==> config.mk <==
export PLATFORM = sky130hd
export DESIGN_NAME = hazard_stall_ctrl_flat
export DESIGN_NICKNAME = d
export VERILOG_FILES = /design/src/rtl/hazard_stall_ctrl_pkg.sv /design/src/rtl/hazard_stall_ctrl_if.sv /design/src/rtl/hazard_stall_ctrl_sat_counter.sv /design/src/rtl/hazard_stall_ctrl.sv /design/src/flat_wrapper.sv
export SDC_FILE = /design/constraint.sdc
export NUM_CORES = 1
export LEC_CHECK = 0
export ABC_AREA = 1
export CAP_MARGIN = 20
export CELL_PAD_IN_SITES_DETAIL_PLACEMENT = 2
export CELL_PAD_IN_SITES_GLOBAL_PLACEMENT = 2
export CORE_AREA = 2 2 78 80
export DETAILED_ROUTE_END_ITERATION = 10
export DIE_AREA = 0 0 80 82
export PLACE_DENSITY = 0.88
export SYNTH_ARGS = -nofsm -noshare
export SYNTH_HDL_FRONTEND = slang
export SYNTH_SLANG_ARGS = --single-unit
==> constraint.sdc <==
create_clock -name clk -period 4.4 [get_ports clk]
set_input_delay 0.88 -clock clk [delete_from_list [all_inputs] [get_ports clk]]
set_output_delay 0.88 -clock clk [all_outputs]
set_load 0.01 [all_outputs]
==> src/rtl/hazard_stall_ctrl_pkg.sv <==
// ============================================================================
// hazard_pkg : shared types and constants for the hazard/stall controller
// Revision   : 1.0
// ============================================================================
`default_nettype none

package hazard_pkg;

  typedef enum logic [0:0] {
    RUN      = 1'b0,
    MUL_WAIT = 1'b1
  } state_e;

  localparam int REG_ZERO    = 0;
  localparam int MUL_CNT_W   = 3;
  localparam int MUL_LAT_MIN = 1;
  localparam int MUL_LAT_MAX = 8;

endpackage

`default_nettype wire

==> src/rtl/hazard_stall_ctrl_if.sv <==
// ============================================================================
// hazard_stall_ctrl_if : ID-stage hazard inputs and pipeline-register controls
// Revision             : 1.0
// ============================================================================
`default_nettype none

interface hazard_stall_ctrl_if #(
  parameter int REG_W = 5,
  parameter int CNT_W = 16
);

  logic [REG_W-1:0] id_rs;
  logic [REG_W-1:0] id_rt;
  logic             id_uses_rt;
  logic             ex_mem_read;
  logic [REG_W-1:0] ex_rt;
  logic             id_branch_taken;
  logic             ex_mul_start;
  logic             imem_ready;
  logic             pc_write;
  logic             if_id_write;
  logic             if_id_flush;
  logic             id_ex_bubble;
  logic             ex_hold;
  logic [CNT_W-1:0] stall_cycles;

  // Pipeline side: reports hazard sources, consumes enables.
  modport master (
    output id_rs, id_rt, id_uses_rt, ex_mem_read, ex_rt,
           id_branch_taken, ex_mul_start, imem_ready,
    input  pc_write, if_id_write, if_id_flush, id_ex_bubble,
           ex_hold, stall_cycles
  );

  modport slave (
    input  id_rs, id_rt, id_uses_rt, ex_mem_read, ex_rt,
           id_branch_taken, ex_mul_start, imem_ready,
    output pc_write, if_id_write, if_id_flush, id_ex_bubble,
           ex_hold, stall_cycles
  );

endinterface

`default_nettype wire

==> src/rtl/hazard_stall_ctrl_sat_counter.sv <==
// ============================================================================
// sat_counter : up-counter that sticks at all-ones instead of wrapping
// Revision    : 1.0
// ============================================================================
`default_nettype none

module sat_counter #(
  parameter int W = 16
) (
  input  wire logic         clk,
  input  wire logic         rst,
  input  wire logic         inc,
  output logic      [W-1:0] q
);

  logic [W-1:0] cnt_q;
  logic [W-1:0] cnt_d;

  always_comb begin
    cnt_d = cnt_q;
    if (inc && (cnt_q != {W{1'b1}})) begin
      cnt_d = cnt_q + 1'b1;
    end
  end

  always_ff @(posedge clk) begin
    if (rst) begin
      cnt_q <= '0;
    end else begin
      cnt_q <= cnt_d;
    end
  end

  assign q = cnt_q;

endmodule

`default_nettype wire

==> src/rtl/hazard_stall_ctrl.sv <==
// ============================================================================
// hazard_stall_ctrl : load-use / branch / fetch-wait / multiply stall control
// Revision          : 1.0
// ============================================================================
`default_nettype none

module hazard_stall_ctrl
  import hazard_pkg::*;
#(
  parameter int REG_W   = 5,
  parameter int MUL_LAT = 4,
  parameter int CNT_W   = 16
) (
  input  wire logic              clk,
  input  wire logic              rst,
  hazard_stall_ctrl_if.slave     bus
);

  localparam bit                 MUL_EN     = (MUL_LAT > 1);
  localparam logic [MUL_CNT_W-1:0] MUL_RELOAD =
    (MUL_LAT > 1) ? MUL_CNT_W'(MUL_LAT - 2) : '0;

  if ((MUL_LAT < MUL_LAT_MIN) || (MUL_LAT > MUL_LAT_MAX)) begin : g_bad_mul_lat
    $error("hazard_stall_ctrl: MUL_LAT out of range");
  end

  state_e               state_q, state_d;
  logic [MUL_CNT_W-1:0] mul_cnt_q, mul_cnt_d;

  logic w_load_use;
  logic w_pc_write;
  logic w_if_id_write;
  logic w_if_id_flush;
  logic w_id_ex_bubble;
  logic w_ex_hold;

  assign w_load_use = bus.ex_mem_read
                    && (bus.ex_rt != REG_W'(REG_ZERO))
                    && ((bus.ex_rt == bus.id_rs)
                        || (bus.id_uses_rt && (bus.ex_rt == bus.id_rt)));

  always_comb begin
    state_d        = state_q;
    mul_cnt_d      = mul_cnt_q;
    w_pc_write     = 1'b1;
    w_if_id_write  = 1'b1;
    w_if_id_flush  = 1'b0;
    w_id_ex_bubble = 1'b0;
    w_ex_hold      = 1'b0;

    case (state_q)
      RUN: begin
        if (MUL_EN && bus.ex_mul_start) begin
          w_pc_write    = 1'b0;
          w_if_id_write = 1'b0;
          w_ex_hold     = 1'b1;
          state_d       = MUL_WAIT;
          mul_cnt_d     = MUL_RELOAD;
        end else if (w_load_use) begin
          w_pc_write     = 1'b0;
          w_if_id_write  = 1'b0;
          w_id_ex_bubble = 1'b1;
        end else if (bus.id_branch_taken) begin
          w_if_id_flush = 1'b1;
        end else if (!bus.imem_ready) begin
          // ID instruction moves on; a NOP fills IF/ID while fetch waits.
          w_pc_write    = 1'b0;
          w_if_id_flush = 1'b1;
        end
      end
      MUL_WAIT: begin
        w_pc_write    = 1'b0;
        w_if_id_write = 1'b0;
        w_ex_hold     = 1'b1;
        if (mul_cnt_q == '0) begin
          state_d = RUN;
        end else begin
          mul_cnt_d = mul_cnt_q - 1'b1;
        end
      end
      default: begin
        state_d = RUN;
      end
    endcase

    // Reset takes over the outputs immediately, not at the next edge.
    if (rst) begin
      w_pc_write     = 1'b0;
      w_if_id_write  = 1'b0;
      w_if_id_flush  = 1'b1;
      w_id_ex_bubble = 1'b1;
      w_ex_hold      = 1'b0;
    end
  end

  always_ff @(posedge clk) begin
    if (rst) begin
      state_q   <= RUN;
      mul_cnt_q <= '0;
    end else begin
      state_q   <= state_d;
      mul_cnt_q <= mul_cnt_d;
    end
  end

  sat_counter #(
    .W (CNT_W)
  ) u_stall_cnt (
    .clk (clk),
    .rst (rst),
    .inc (!w_pc_write),
    .q   (bus.stall_cycles)
  );

  assign bus.pc_write     = w_pc_write;
  assign bus.if_id_write  = w_if_id_write;
  assign bus.if_id_flush  = w_if_id_flush;
  assign bus.id_ex_bubble = w_id_ex_bubble;
  assign bus.ex_hold      = w_ex_hold;

endmodule

`default_nettype wire
==> src/flat_wrapper.sv <==
// flat-port wrapper written by rule: the top's interface ports become plain ports
module hazard_stall_ctrl_flat import hazard_pkg::*;
#(
  parameter int REG_W   = 5,
  parameter int MUL_LAT = 4,
  parameter int CNT_W   = 16
)
  (clk, rst, bus_id_rs, bus_id_rt, bus_id_uses_rt, bus_ex_mem_read, bus_ex_rt, bus_id_branch_taken, bus_ex_mul_start, bus_imem_ready, bus_pc_write, bus_if_id_write, bus_if_id_flush, bus_id_ex_bubble, bus_ex_hold, bus_stall_cycles);
  hazard_stall_ctrl_if #(.REG_W(REG_W), .CNT_W(CNT_W)) bus_i ();
  input  wire logic clk;
  input  wire logic rst;
  input wire logic [$bits(bus_i.id_rs)-1:0] bus_id_rs;
  input wire logic [$bits(bus_i.id_rt)-1:0] bus_id_rt;
  input wire logic [$bits(bus_i.id_uses_rt)-1:0] bus_id_uses_rt;
  input wire logic [$bits(bus_i.ex_mem_read)-1:0] bus_ex_mem_read;
  input wire logic [$bits(bus_i.ex_rt)-1:0] bus_ex_rt;
  input wire logic [$bits(bus_i.id_branch_taken)-1:0] bus_id_branch_taken;
  input wire logic [$bits(bus_i.ex_mul_start)-1:0] bus_ex_mul_start;
  input wire logic [$bits(bus_i.imem_ready)-1:0] bus_imem_ready;
  output wire logic [$bits(bus_i.pc_write)-1:0] bus_pc_write;
  output wire logic [$bits(bus_i.if_id_write)-1:0] bus_if_id_write;
  output wire logic [$bits(bus_i.if_id_flush)-1:0] bus_if_id_flush;
  output wire logic [$bits(bus_i.id_ex_bubble)-1:0] bus_id_ex_bubble;
  output wire logic [$bits(bus_i.ex_hold)-1:0] bus_ex_hold;
  output wire logic [$bits(bus_i.stall_cycles)-1:0] bus_stall_cycles;
  assign bus_i.id_rs = bus_id_rs;
  assign bus_i.id_rt = bus_id_rt;
  assign bus_i.id_uses_rt = bus_id_uses_rt;
  assign bus_i.ex_mem_read = bus_ex_mem_read;
  assign bus_i.ex_rt = bus_ex_rt;
  assign bus_i.id_branch_taken = bus_id_branch_taken;
  assign bus_i.ex_mul_start = bus_ex_mul_start;
  assign bus_i.imem_ready = bus_imem_ready;
  assign bus_pc_write = bus_i.pc_write;
  assign bus_if_id_write = bus_i.if_id_write;
  assign bus_if_id_flush = bus_i.if_id_flush;
  assign bus_id_ex_bubble = bus_i.id_ex_bubble;
  assign bus_ex_hold = bus_i.ex_hold;
  assign bus_stall_cycles = bus_i.stall_cycles;
  hazard_stall_ctrl #(.REG_W(REG_W), .MUL_LAT(MUL_LAT), .CNT_W(CNT_W)) u_core (.clk(clk), .rst(rst), .bus(bus_i));
endmodule
Yosys cells after proc, flatten, opt, wreduce, memory -nomap -nowiden:

Cells that the tools add are included.

* register bits: 20
* latch bits: 0
* memory bits (writable): 0
* ROM bits: 0
* word-level logic and storage cells: 48
* memories kept: 0

* $add $sub $neg: 2
* multiply operators: 0
* divide/modulo/power cells: 0
* order comparisons: 0
* eq/ne operators: 5
* shifts and indexed selects: 0
* mux-type cells: 28
* bitwise operators: 1
* reductions and logical operators: 9

Operators by type and width (count)
* 1-bit 2-to-1 mux: 21
* 16-bit by 1-bit adder with 16-bit output (second input constant): 1
* 16-bit inequality test (second input constant): 1
* 5-bit == test: 2
* 1-bit one-hot mux with 2 select lines: 4
* 3-bit 2-to-1 mux: 2
* 3-bit one-hot mux with 2 select lines: 1
* 5-bit nonzero test: 1
* 1-bit logical AND: 4
* 2-bit inequality test (second input constant): 2
* 3-bit logical NOT: 1
* 3-bit by 1-bit subtractor with 3-bit output (second input constant): 1
* 2-bit AND reduction: 1
* 1-bit logical NOT: 1
* 1-bit logical OR: 1
* 1-bit inverter: 1

Longest topological paths before layout:

* depth after elaboration: 10
* depth in mapped cells: 12
* gate-level depth less buffers: 12

Modules after synthesis:

A second synthesis with hierarchy kept.

* cells, all modules: 238
* area, all modules: 1393.8 µm²

By module, submodules not included
* sat_counter: times used 1, cells each 149, area each 929.6 µm², sequential area each 320.3 µm²
* hazard_stall_ctrl: times used 1, cells each 89, area each 464.2 µm², sequential area each 80.1 µm²

Least setup slack after synthesis:

Ideal clock, no wire load.

* path kind: input to output
* start point: input bus_ex_rt[2]
* end point: output bus_pc_write
* arrival time: 1.697 ns
* required time: 3.520 ns
* slack: 1.823 ns
* stages on the path: 8
* cell sequence: inv_1 > nand4_1 > o21ai_1 > inv_1 > nand2_2 > nand4_4 > buf_6 > inv_1

* longest elaborated chain between the ends: 8
* elaborated cells between the ends (all ways): 11
* those cells by class: eq/ne: 2; mux: 4; reduce/logical: 5

RTL lines
* start: declaration: RTL line flat_wrapper.sv:16 `input wire logic [$bits(bus_i.ex_rt)-1:0] bus_ex_rt;`
* 5-bit == test: RTL line hazard_stall_ctrl.sv:40 `|| (bus.id_uses_rt && (bus.ex_rt == bus.id_rt)));`
* 1-bit logical AND: RTL line hazard_stall_ctrl.sv:40
* 1-bit logical OR: RTL line hazard_stall_ctrl.sv:40
* 1-bit logical AND (*): RTL line hazard_stall_ctrl.sv:39 `&& ((bus.ex_rt == bus.id_rs)`
* 1-bit 2-to-1 mux (*): RTL line hazard_stall_ctrl.sv:59 `end else if (w_load_use) begin`
* 1-bit 2-to-1 mux (*): RTL line hazard_stall_ctrl.sv:53 `if (MUL_EN && bus.ex_mul_start) begin`
* 1-bit one-hot mux with 2 select lines (*): RTL line hazard_stall_ctrl.sv:51 `case (state_q)`
* 1-bit 2-to-1 mux (*): RTL line hazard_stall_ctrl.sv:87 `if (rst) begin`
* end: declaration: RTL line flat_wrapper.sv:20 `output wire logic [$bits(bus_i.pc_write)-1:0] bus_pc_write;`

Mark *: on every way between the ends. The rest lies on a longest branch, timed or not.

Final worst setup path:

Ends and elaborated chain as after synthesis.

==> flow_summary.yaml <==
logic_synthesis:
  synthSimpleGateAreaFrac_pct: 39.9
  synth_adder_area_share_pct: 2.60
  ys_ff_latch: 20
  synthesis.area_mm2: 0.00145
  yosysSeqAreaShare_pct: 27.7
  synth_top_family_by_area: "simple AND/OR/NAND/NOR gates"
  synthMuxAreaShare_pct: 0
  synth_xor_area_share_pct: 8.48
  yosys_warnings: 0
  syn-num-nets: 240
  synth_compound_area_share_pct: 10.1
  syn_area_per_cell_um2: 6.72
  netlist_instances: 215
  synth.distinct_cells: 27
place:
  placed_area_mm2: 0.00192
  portBuffers: 42
  gp_congestion: 0.798
  hpwl_mm: 3.68
global_routing:
  antenna_found_initial: 0
  gr-usage-all-layers_pct: 14.8
  overflow: 0
  grt_max_degree: 20
  first_global_vias: 1567
  grt_first_pass_wirelength_mm: 7.61
floorplan:
  core_area_mm2: 0.00575
  die-height_um: 82
  die_area_mm2: 0.00656
  start_util_pct: 25.2
  die_w_um: 80
  ioPinCount: 43
  rows: 28
route:
  drt_iter0_drc: 42
  drc: 0
  drt_first_pass_iters: 4
  routed_via_density: 4.55
  wirelength_mm: 4.73
  routed-via-count: 1510
  routedWlPerCell_um: 14.2
  ant_nets: 0
clock_network:
  cts_buffers: 3
  cts_max_level: 1
  cts_num_sinks: 20
  clkLatencyLatePin_ns: 0.27
  post_cts_buffers: 0
  clockBufferDepth: 2
  clkTransAtPathRegs_ns: 0.08
  cts_resized: 0
  clockRootBuffer: "clkbuf_8"
  cts_tree: "done"
  holdBufCountCts: 0
worst_setup_path:
  cp-start-kind: "input port"
  crit_path_max_fanout: 19
  cp-end-kind: "output port"
  worstSetupPathType: "input port to output port"
  arrival_ns: 2.83
  critPathRequiredTime_ns: 3.52
layout:
  final_cell_mix: "nand2_1, clkdlybuf4s50_1, nor2_1"
  fill_cells: 715
  final_common_cell: "nand2_1"
  seq_area_um2: 400
  final_cell_area_mm2: 0.00199
  nets: 283
  area_growth_pct: 37.9
  drive_gt1_share_pct: 12.1
  multi_input_area_um2: 883
  antenna_cells: 0
sta:
  tns_ns: 0
  hold_violations: 0
  setup_viol: 0
  fin_crit_sh_pct: 84.4
  clock_skew_ns: 0.00291
  rsz0062_at_grt: "no"
  layout_min_cycle_time_ns: 3.71
  fmax_ghz: 0.269
  slew_headroom_pct: 75.8
  finalMaxSlewViolations: 0
  worstMarginPinSlew_ns: 0.362
worst_hold_path:
  hold_path_class: "flop to flop"
status:
  run_status: "finished clean"
power:
  vdd_drop_max_uv: 109
  power_density_mw_per_mm2: 244
  leakagePower_nw: 0.807
run:
  drv_cap: 0
synth_stat cells:
cell type  instances  area, um^2
buf_6              1        11.3
a221oi_1           1        8.76
nand4_1            1        6.26
inv_1             28         105
inv_2              3        11.3
a21oi_2           10        87.6
nand2_2            6        37.5
xnor2_1            5        43.8
xor2_1             9        78.8
buf_1              1        3.75
nand4_4            2        42.5
nor2_2             1        6.26
dfxtp_1           20         400
ha_1               3        37.5
a21oi_1            5        25.0
nand3_1           23         115
nand3b_1           1        7.51
nand2_4            1        11.3
buf_12             1        20.0
nor3_4             1        16.3
o21ai_0            4        20.0
buf_2              2        10.0
o21ai_1            1        5.00
nand2_1           52         195
nor2_1            29         109
nor3_2             2        20.0
nor3_1             2        10.0
per-stage QoR:
step	setup WS, ns	power, mW	util (%)	instances	hold slack, ns
after global placement	0.758	0.292	33.4	328	0.439
after detailed placement	0.657	0.298	33.4	328	0.479
after CTS	0.650	0.495	34.7	332	0.494
final	0.688	0.487	34.7	332	0.487
after global routing	0.502	0.511	34.7	332	0.508
after floorplan	1.82	0.251	-	215	0.426
cell families (layout without fill, tap and decap cells):
| family | after synthesis | count (layout) |
|---|---|---|
| compound gates | 21 | 21 |
| xor+xnor | 14 | 14 |
| fa+ha+maj | 3 | 3 |
| buf+inv | 36 | 78 |
| flops | 20 | 20 |
| simple gates | 121 | 121 |
state kept, by name, indices dropped and copies added (netlist names):
signal / count
u_core.state_q: 1
u_core.mul_cnt_q: 3
u_core.u_stall_cnt.q: 16
critical path: stages:
cell	delay, ns
clkdlybuf4s50_1	0.45
inv_1	0.11
nand2_1	0.07
nand2_1	0.07
nor2_1	0.05
nand3_1	0.08
nand2_1	0.06
nand2_2	0.09
nand4_4	0.27
inv_1	0.14
clkdlybuf4s50_1	0.55
layer usage:
layer | part of all wire, % | wire [um] | global-route usage (%)
met4 | 1.5 | 69 | 5.08
met5 | 0 | 0 | 0
met1 | 46 | 2190 | 18.8
met3 | 1.9 | 89 | 1.43
met2 | 50 | 2380 | 26.3
power breakdown:
group          switching [mW]  internal, mW  total [mW]  leakage, nW
sequential            0.00633         0.188       0.194        0.162
clock                  0.0720         0.122       0.194       0.0357
combinational          0.0515        0.0474      0.0988        0.608
area by class of cell:
class / instances / area share (%)
Clock buffer: 3 / 2.07
Clock inverter: 1 / 1.51
Inverter: 31 / 5.84
Multi-Input combinational cell: 159 / 44.3
Sequential cell: 20 / 20.1
Tap cell: 75 / 4.71
Timing Repair Buffer: 43 / 21.5
final timing paths:
| check | from | end | slack (ns) | cells after the start |
|---|---|---|---|---|
| setup / recovery | bus_ex_rt[2] | bus_pc_write | 0.69 | 11 |
| hold / removal | u_core.mul_cnt_q[1] | u_core.mul_cnt_q[1] | 0.49 | 2 |
| setup reg to reg | u_core.u_stall_cnt.q[0] | u_core.u_stall_cnt.q[1] | 2.37 | 8 |
| hold reg to reg | u_core.mul_cnt_q[1] | u_core.mul_cnt_q[1] | 0.49 | 2 |
(Power assumes the default switching activity.)
